--- src/rtl/mdio_peripheral_if.sv ---
// Register-bank side of the MDIO peripheral: frame address, write strobe/payload
// and read request/return data.
interface mdio_peripheral_if;
    logic [4:0]  addr;
    logic [15:0] wr_data;
    logic        wr_stb;
    logic        rd_stb;
    logic [15:0] rd_data;

    modport master (
        output addr,
        output wr_data,
        output wr_stb,
        output rd_stb,
        input  rd_data
    );

    modport slave (
        input  addr,
        input  wr_data,
        input  wr_stb,
        input  rd_stb,
        output rd_data
    );
endinterface

--- src/rtl/mdio_peripheral.sv ---
// PHY-side MDIO slave: decodes 32-bit clause-22 frames from the controller into
// register-bank writes and serves reads by driving the data phase back on MDIO.
module mdio_peripheral #(
    parameter logic [4:0] PHY_ADDR = 5'd6,
    parameter int         PRE_MIN  = 0
) (
    input  logic               clk,
    input  logic               reset,
    input  logic               mdio_i,
    output logic               mdio_o,
    output logic               mdio_oe,
    output logic               frame_err,
    mdio_peripheral_if.master  bus
);

    localparam int PW = (PRE_MIN > 0) ? $clog2(PRE_MIN + 1) : 1;
    localparam logic [PW-1:0] PRE_SAT = PW'(PRE_MIN);

    typedef enum logic [2:0] {
        IDLE,
        START,
        HEADER,
        TA_WR,
        DATA_WR,
        TA_RD,
        DATA_RD,
        SKIP
    } state_t;

    state_t        state, state_nxt;
    logic [4:0]    bit_cnt, bit_cnt_nxt;
    logic [PW-1:0] pre_cnt, pre_cnt_nxt;
    logic [16:0]   shift_q;
    logic [17:0]   frame_bits;
    logic [15:0]   rd_shift, rd_shift_nxt;
    logic [4:0]    addr_q, addr_nxt;
    logic [15:0]   wr_data_q, wr_data_nxt;
    logic          wr_stb_q, wr_stb_nxt;
    logic          rd_stb_q, rd_stb_nxt;
    logic          mdio_o_q, mdio_o_nxt;
    logic          mdio_oe_q, mdio_oe_nxt;
    logic          frame_err_q, frame_err_nxt;

    // Last 18 sampled bits including the one on the line now; at the bit 18 edge
    // [11:0] holds OP/PHYAD/REGAD, at the bit 0 edge it holds TA and DATA.
    assign frame_bits = {shift_q, mdio_i};

    always_comb begin
        state_nxt     = state;
        bit_cnt_nxt   = bit_cnt - 5'd1;
        pre_cnt_nxt   = '0;
        rd_shift_nxt  = rd_shift;
        addr_nxt      = addr_q;
        wr_data_nxt   = wr_data_q;
        wr_stb_nxt    = 1'b0;
        rd_stb_nxt    = 1'b0;
        mdio_o_nxt    = 1'b0;
        mdio_oe_nxt   = 1'b0;
        frame_err_nxt = 1'b0;

        case (state)
            IDLE: begin
                bit_cnt_nxt = '0;
                if (mdio_i) begin
                    pre_cnt_nxt = (pre_cnt == PRE_SAT) ? pre_cnt : pre_cnt + 1'b1;
                end else if (pre_cnt == PRE_SAT) begin
                    state_nxt = START;
                end
            end

            START: begin
                bit_cnt_nxt = '0;
                if (mdio_i) begin
                    state_nxt   = HEADER;
                    bit_cnt_nxt = 5'd29;
                end
            end

            HEADER: begin
                if (bit_cnt == 5'd18) begin
                    bit_cnt_nxt = 5'd17;
                    if (frame_bits[9:5] != PHY_ADDR) begin
                        state_nxt = SKIP;
                    end else if (frame_bits[11:10] == 2'b01) begin
                        addr_nxt  = frame_bits[4:0];
                        state_nxt = TA_WR;
                    end else if (frame_bits[11:10] == 2'b10) begin
                        addr_nxt   = frame_bits[4:0];
                        rd_stb_nxt = 1'b1;
                        state_nxt  = TA_RD;
                    end else begin
                        state_nxt = SKIP;
                    end
                end
            end

            TA_WR: begin
                if (bit_cnt == 5'd16) begin
                    state_nxt   = DATA_WR;
                    bit_cnt_nxt = 5'd15;
                end
            end

            DATA_WR: begin
                if (bit_cnt == 5'd0) begin
                    state_nxt   = IDLE;
                    bit_cnt_nxt = '0;
                    if (frame_bits[17:16] == 2'b10) begin
                        wr_data_nxt = frame_bits[15:0];
                        wr_stb_nxt  = 1'b1;
                    end else begin
                        frame_err_nxt = 1'b1;
                    end
                end
            end

            // Bit 17 cycle: controller still releasing the line, bank presents rd_data.
            TA_RD: begin
                mdio_oe_nxt = 1'b1;
                if (bit_cnt == 5'd17) begin
                    rd_shift_nxt = bus.rd_data;
                end else begin
                    state_nxt    = DATA_RD;
                    bit_cnt_nxt  = 5'd15;
                    mdio_o_nxt   = rd_shift[15];
                    rd_shift_nxt = {rd_shift[14:0], 1'b0};
                end
            end

            DATA_RD: begin
                if (bit_cnt == 5'd0) begin
                    state_nxt   = IDLE;
                    bit_cnt_nxt = '0;
                end else begin
                    mdio_oe_nxt  = 1'b1;
                    mdio_o_nxt   = rd_shift[15];
                    rd_shift_nxt = {rd_shift[14:0], 1'b0};
                end
            end

            SKIP: begin
                if (bit_cnt == 5'd0) begin
                    state_nxt   = IDLE;
                    bit_cnt_nxt = '0;
                end
            end

            default: begin
                state_nxt   = IDLE;
                bit_cnt_nxt = '0;
            end
        endcase
    end

    always_ff @(posedge clk) begin
        if (!reset) begin
            state       <= IDLE;
            bit_cnt     <= '0;
            pre_cnt     <= '0;
            shift_q     <= '0;
            rd_shift    <= '0;
            addr_q      <= '0;
            wr_data_q   <= '0;
            wr_stb_q    <= 1'b0;
            rd_stb_q    <= 1'b0;
            mdio_o_q    <= 1'b0;
            mdio_oe_q   <= 1'b0;
            frame_err_q <= 1'b0;
        end else begin
            state       <= state_nxt;
            bit_cnt     <= bit_cnt_nxt;
            pre_cnt     <= pre_cnt_nxt;
            shift_q     <= frame_bits[16:0];
            rd_shift    <= rd_shift_nxt;
            addr_q      <= addr_nxt;
            wr_data_q   <= wr_data_nxt;
            wr_stb_q    <= wr_stb_nxt;
            rd_stb_q    <= rd_stb_nxt;
            mdio_o_q    <= mdio_o_nxt;
            mdio_oe_q   <= mdio_oe_nxt;
            frame_err_q <= frame_err_nxt;
        end
    end

    assign bus.addr    = addr_q;
    assign bus.wr_data = wr_data_q;
    assign bus.wr_stb  = wr_stb_q;
    assign bus.rd_stb  = rd_stb_q;
    assign mdio_o      = mdio_o_q;
    assign mdio_oe     = mdio_oe_q;
    assign frame_err   = frame_err_q;

endmodule

--- src/flat_wrapper.sv ---
// flat-port wrapper written by rule: the top's interface ports become plain ports
module mdio_peripheral_flat 
#(
    parameter logic [4:0] PHY_ADDR = 5'd6,
    parameter int         PRE_MIN  = 0
)
  (clk, reset, mdio_i, mdio_o, mdio_oe, frame_err, bus_addr, bus_wr_data, bus_wr_stb, bus_rd_stb, bus_rd_data);
  mdio_peripheral_if bus_i ();
  input  logic clk;
  input  logic reset;
  input  logic mdio_i;
  output logic mdio_o;
  output logic mdio_oe;
  output logic frame_err;
  output wire logic [$bits(bus_i.addr)-1:0] bus_addr;
  output wire logic [$bits(bus_i.wr_data)-1:0] bus_wr_data;
  output wire logic [$bits(bus_i.wr_stb)-1:0] bus_wr_stb;
  output wire logic [$bits(bus_i.rd_stb)-1:0] bus_rd_stb;
  input wire logic [$bits(bus_i.rd_data)-1:0] bus_rd_data;
  assign bus_addr = bus_i.addr;
  assign bus_wr_data = bus_i.wr_data;
  assign bus_wr_stb = bus_i.wr_stb;
  assign bus_rd_stb = bus_i.rd_stb;
  assign bus_i.rd_data = bus_rd_data;
  mdio_peripheral #(.PHY_ADDR(PHY_ADDR), .PRE_MIN(PRE_MIN)) u_core (.clk(clk), .reset(reset), .mdio_i(mdio_i), .mdio_o(mdio_o), .mdio_oe(mdio_oe), .frame_err(frame_err), .bus(bus_i));
endmodule
--- config.mk ---
export PLATFORM = sky130hd
export DESIGN_NAME = mdio_peripheral_flat
export DESIGN_NICKNAME = d
export VERILOG_FILES = /design/src/rtl/mdio_peripheral_if.sv /design/src/rtl/mdio_peripheral.sv /design/src/flat_wrapper.sv
export SDC_FILE = /design/constraint.sdc
export NUM_CORES = 1
export LEC_CHECK = 0
export ABC_CLOCK_PERIOD_IN_PS = 2500
export CAP_MARGIN = 10
export CORE_MARGIN = 4
export CORE_UTILIZATION = 48
export CTS_CLUSTER_DIAMETER = 200
export DETAILED_ROUTE_END_ITERATION = 6
export PLACE_DENSITY = 0.76
export SYNTH_ARGS = -nofsm -noshare
export SYNTH_HDL_FRONTEND = slang
export SYNTH_SLANG_ARGS = --single-unit
export TNS_END_PERCENT = 50
--- constraint.sdc ---
create_clock -name clk -period 2.5 [get_ports clk]
set_clock_uncertainty 0.15 [all_clocks]
set_input_delay 0.5 -clock clk [delete_from_list [all_inputs] [get_ports clk]]
set_output_delay 0.5 -clock clk [all_outputs]
set_load 0.02 [all_outputs]
==> impl_results.rst <==
.. list-table::
   :header-rows: 1

   * - Metric
     - Value
   * - Clock latency on the worst-skew pair
     - approximately 330 ps
   * - Clock tree from TritonCTS
     - done
   * - Vertical extent of the die
     - between 80 and 90 um
   * - Horizontal die dimension
     - 84.55 um
   * - Count of nets after finishing
     - roughly 370
   * - Flops & latches, synth
     - approximately 70
   * - Initial DRC Count
     - between 150 and 200
   * - Max stage delay on crit path
     - 480 ps
   * - Non-filler instance count after layout
     - about 420
   * - Clock period minus final worst setup slack
     - roughly 2500 ps
   * - Routed vias/inst
     - roughly 5.2
   * - Fraction of registers with async set/reset
     - 0%
   * - Inserted Clock Buffers
     - 9
   * - Setup crit end kind
     - register
   * - GR Util All Layers
     - around 17%
   * - Worst Tran Pin Value
     - slightly above 500 ps
   * - Total leakage power
     - between 0.0015 and 0.002 uW
   * - Sort of element at the start of the critical path
     - register
   * - Arr. time, crit path
     - 2510 ps
   * - Highest-count cells in the layout ignoring fill and taps
     - sky130_fd_sc_hd__dfxtp_1, sky130_fd_sc_hd__nor2_1, sky130_fd_sc_hd__clkdlybuf4s50_1, sky130_fd_sc_hd__mux2i_1, sky130_fd_sc_hd__buf_4
   * - Worst hold path class
     - reg2reg
   * - Cell count after placement
     - just over 400
   * - Final sum of negative setup slack
     - 0 ps
   * - Placeable core region
     - between 0.005 and 0.006 mm2
   * - Final standard cell area without fillers
     - ~0.0036 mm2
   * - First-pass iteration count of the detailed router
     - 4
   * - Worst hold-check slack
     - between 300 and 400 ps
   * - Area of the mapped netlist
     - around 0.0028 mm2
   * - Maximum number of pins on one net before global-route repair
     - 43
   * - Prevailing post-synth register cell
     - sky130_fd_sc_hd__dfxtp_1
   * - Number of warnings printed during yosys synthesis
     - 0
   * - Number of enable-type register cells in the synthesized netlist
     - 0
   * - Count of port buffers added during placement
     - 44
   * - Clock transition at path regs
     - about 70 ps
   * - Data required, critical path
     - about 2600 ps
   * - Detailed Route WL
     - approximately 5900 um
   * - Number of max-slew violations in the final report
     - 0
   * - First-pass GRT wire length
     - 9887 um
   * - Flip-flop and latch area
     - between 0.001 and 0.0015 mm2
   * - Mean instance size in the synthesized netlist
     - approximately 9.6 um2
   * - Sequential share of the synthesized area
     - between 40% and 50%
   * - Peak clock frequency supported by timing
     - 408.1 MHz
   * - DR DRC count
     - 0
   * - Cell family contributing the most delay on the critical path
     - simple AND/OR/NAND/NOR gates
   * - Outcome
     - complete, no violations
   * - Max Fanout on Critical Path
     - 7
   * - Grt ovf
     - 0
   * - Cell row count
     - 27
   * - Period utilisation layout
     - a little under 100%
   * - Detail Placement HPWL
     - approximately 4000 um
   * - Mean routed wirelength per cell
     - about 14 um
   * - Antenna violation net count after detailed routing
     - 0
   * - Slowest cell on the critical path
     - sky130_fd_sc_hd__or4_4
   * - Multi-input gate area
     - 0.001345 mm2
   * - Area grow syn2layout
     - 29.05%
   * - WS Path Type
     - reg2reg
   * - Synthesized Nets
     - ~320
   * - Most common cell after layout, fill and taps aside
     - sky130_fd_sc_hd__dfxtp_1
   * - Clk buf depth
     - 2
   * - Worst rel slew slack
     - between 60% and 70%
   * - Power density over cell area
     - between 800 and 900 mW/mm2
   * - Distinct cell type count of the synthesized netlist
     - 42
   * - Number of top-level pins
     - 45
   * - Number of diodes
     - 0
   * - # H-tree levels
     - 3
   * - Total setup violations reported at the end of the flow
     - 0
   * - DIE AREA
     - 0.007149 mm2
   * - Dpl cell area
     - roughly 0.0034 mm2
   * - Last weighted congestion value of the routability-driven placer
     - 0.8916
   * - Bufs and invs on worst path
     - 2
   * - Final hold violation count
     - 0
   * - Synthesized instance count
     - 292
   * - Sinks on Clock Net
     - 68
   * - Critical path cell sequence
     - inv_2 > ha_2 > or4b_4 > or2_4 > or4_4 > clkbuf_16 > mux2i_1 > nor2_1
   * - Number of hold buffers added after cts
     - 0
   * - VDD IR-drop max
     - around 0.00046 V
   * - Total of fill cells in the finished design
     - 493
   * - Clock tree root buffer cell
     - sky130_fd_sc_hd__clkbuf_8
   * - Max-Cap Viols
     - 0
   * - Antenna violations before repair
     - 0
   * - Starting Density
     - about half
   * - Total number of vias
     - 2212
   * - Via count of the first global-routing pass
     - approximately 2100
   * - Share of layout cells above drive strength 1
     - about an eighth
==> power by group <==
part / switching, uW / internal [uW] / leakage [uW]
logic: 442 / 401 / 0.000894
clock network: 377 / 462 / 0.0000986
registers: 97.4 / 1170 / 0.000551
==> sequential cells by signal, summed over array words and instances, names as in the netlist <==
register            cells
u_core.frame_err        1
u_core.bus.wr_data     16
u_core.mdio_oe          1
u_core.pre_cnt          1
u_core.rd_shift        16
u_core.state            3
u_core.bus.rd_stb       1
u_core.bus.wr_stb       1
u_core.bus.addr         5
u_core.mdio_o           1
u_core.bit_cnt          5
u_core.shift_q         17
==> layout make-up <==
type | instances | share of cell area [%]
Tap cell | 72 | 2.482
Sequential cell | 68 | 37.57
Timing Repair Buffer | 63 | 16.99
Multi-Input combinational cell | 199 | 37.06
Clock buffer | 14 | 5.033
Clock inverter | 1 | 0.1379
Inverter | 7 | 0.7239
==> what timing repair did <==
action | in CTS | in global routing
pin swaps | 0 | 1
endpoints found under the setup margin | 13 | 16
gates resized for setup | 1 | 7
buffers inserted | 0 | 1
gates cloned | 0 | 1
==> Yosys cell counts (2+ instances only) <==
library cell	instances	share of area, %
sky130_fd_sc_hd__a211oi_1	15	4.0
sky130_fd_sc_hd__a21oi_1	13	2.3
sky130_fd_sc_hd__and2_1	15	3.3
sky130_fd_sc_hd__buf_6	3	1.2
sky130_fd_sc_hd__clkbuf_1	14	1.9
sky130_fd_sc_hd__dfxtp_1	68	48
sky130_fd_sc_hd__ha_1	7	3.1
sky130_fd_sc_hd__inv_1	6	0.80
sky130_fd_sc_hd__mux2i_1	39	14
sky130_fd_sc_hd__nand2_1	8	1.1
sky130_fd_sc_hd__nand2b_1	4	0.89
sky130_fd_sc_hd__nand3_1	5	0.89
sky130_fd_sc_hd__nand3b_1	2	0.53
sky130_fd_sc_hd__nand4bb_1	2	0.80
sky130_fd_sc_hd__nor2_1	50	6.7
sky130_fd_sc_hd__nor2b_1	3	0.67
sky130_fd_sc_hd__nor3_1	3	0.53
sky130_fd_sc_hd__nor3b_1	2	0.53
sky130_fd_sc_hd__nor4_1	2	0.44
sky130_fd_sc_hd__o21ai_0	5	0.89
sky130_fd_sc_hd__o22ai_1	3	0.67
sky130_fd_sc_hd__or2_1	2	0.44
sky130_fd_sc_hd__xnor2_1	2	0.62
==> final timing paths <==
kind | startpoint | end | slack [ps] | cells after the start
hold / removal | u_core.shift_q[12] | u_core.shift_q[13] | 310 | 1
hold reg to reg | u_core.shift_q[12] | u_core.shift_q[13] | 310 | 1
setup reg to reg | u_core.bit_cnt[0] | u_core.bus.wr_data[5] | 50 | 8
setup / recovery | u_core.bit_cnt[0] | u_core.bus.wr_data[5] | 50 | 8
==> logic make-up (layout without fill, tap and decap cells) <==
| logic type | Yosys count | after routing | synth area share (%) |
|---|---|---|---|
| flip-flops | 68 | 68 | 48.40 |
| adder cells (fa/ha/maj) | 7 | 7 | 3.114 |
| buffers and inverters | 25 | 85 | 4.181 |
| XOR/XNOR | 3 | 3 | 0.9343 |
| AO/OA/AOI/OAI | 44 | 44 | 10.23 |
| other | 1 | 1 | 0.1333 |
| multiplexers | 39 | 39 | 13.88 |
| AND/OR/NAND/NOR | 105 | 105 | 19.13 |
==> per-stage QoR <==
| step | util (%) | power (uW) | worst slack (ps) |
|---|---|---|---|
| after floorplan | - | 1837 | 4.937 |
| after global placement | 60.53 | 2081 | 36.84 |
| after detailed placement | 60.53 | 2091 | -10.04 |
| after CTS | 63.94 | 2934 | 15.30 |
| after global routing | 64.73 | 3137 | -30.18 |
| final | 64.73 | 2952 | 49.91 |
==> routing by layer <==
layer | track usage, % | share of wire (%) | vias to the layer above
li1 | - | - | 1126
met1 | 23.20 | 48 | 1026
met2 | 25.91 | 46 | 54
met3 | 5.103 | 5.2 | 6
met4 | 6.043 | 0.94 | 0
met5 | 0 | 0 | -
Note: power is estimated with default switching activity, not from simulation.
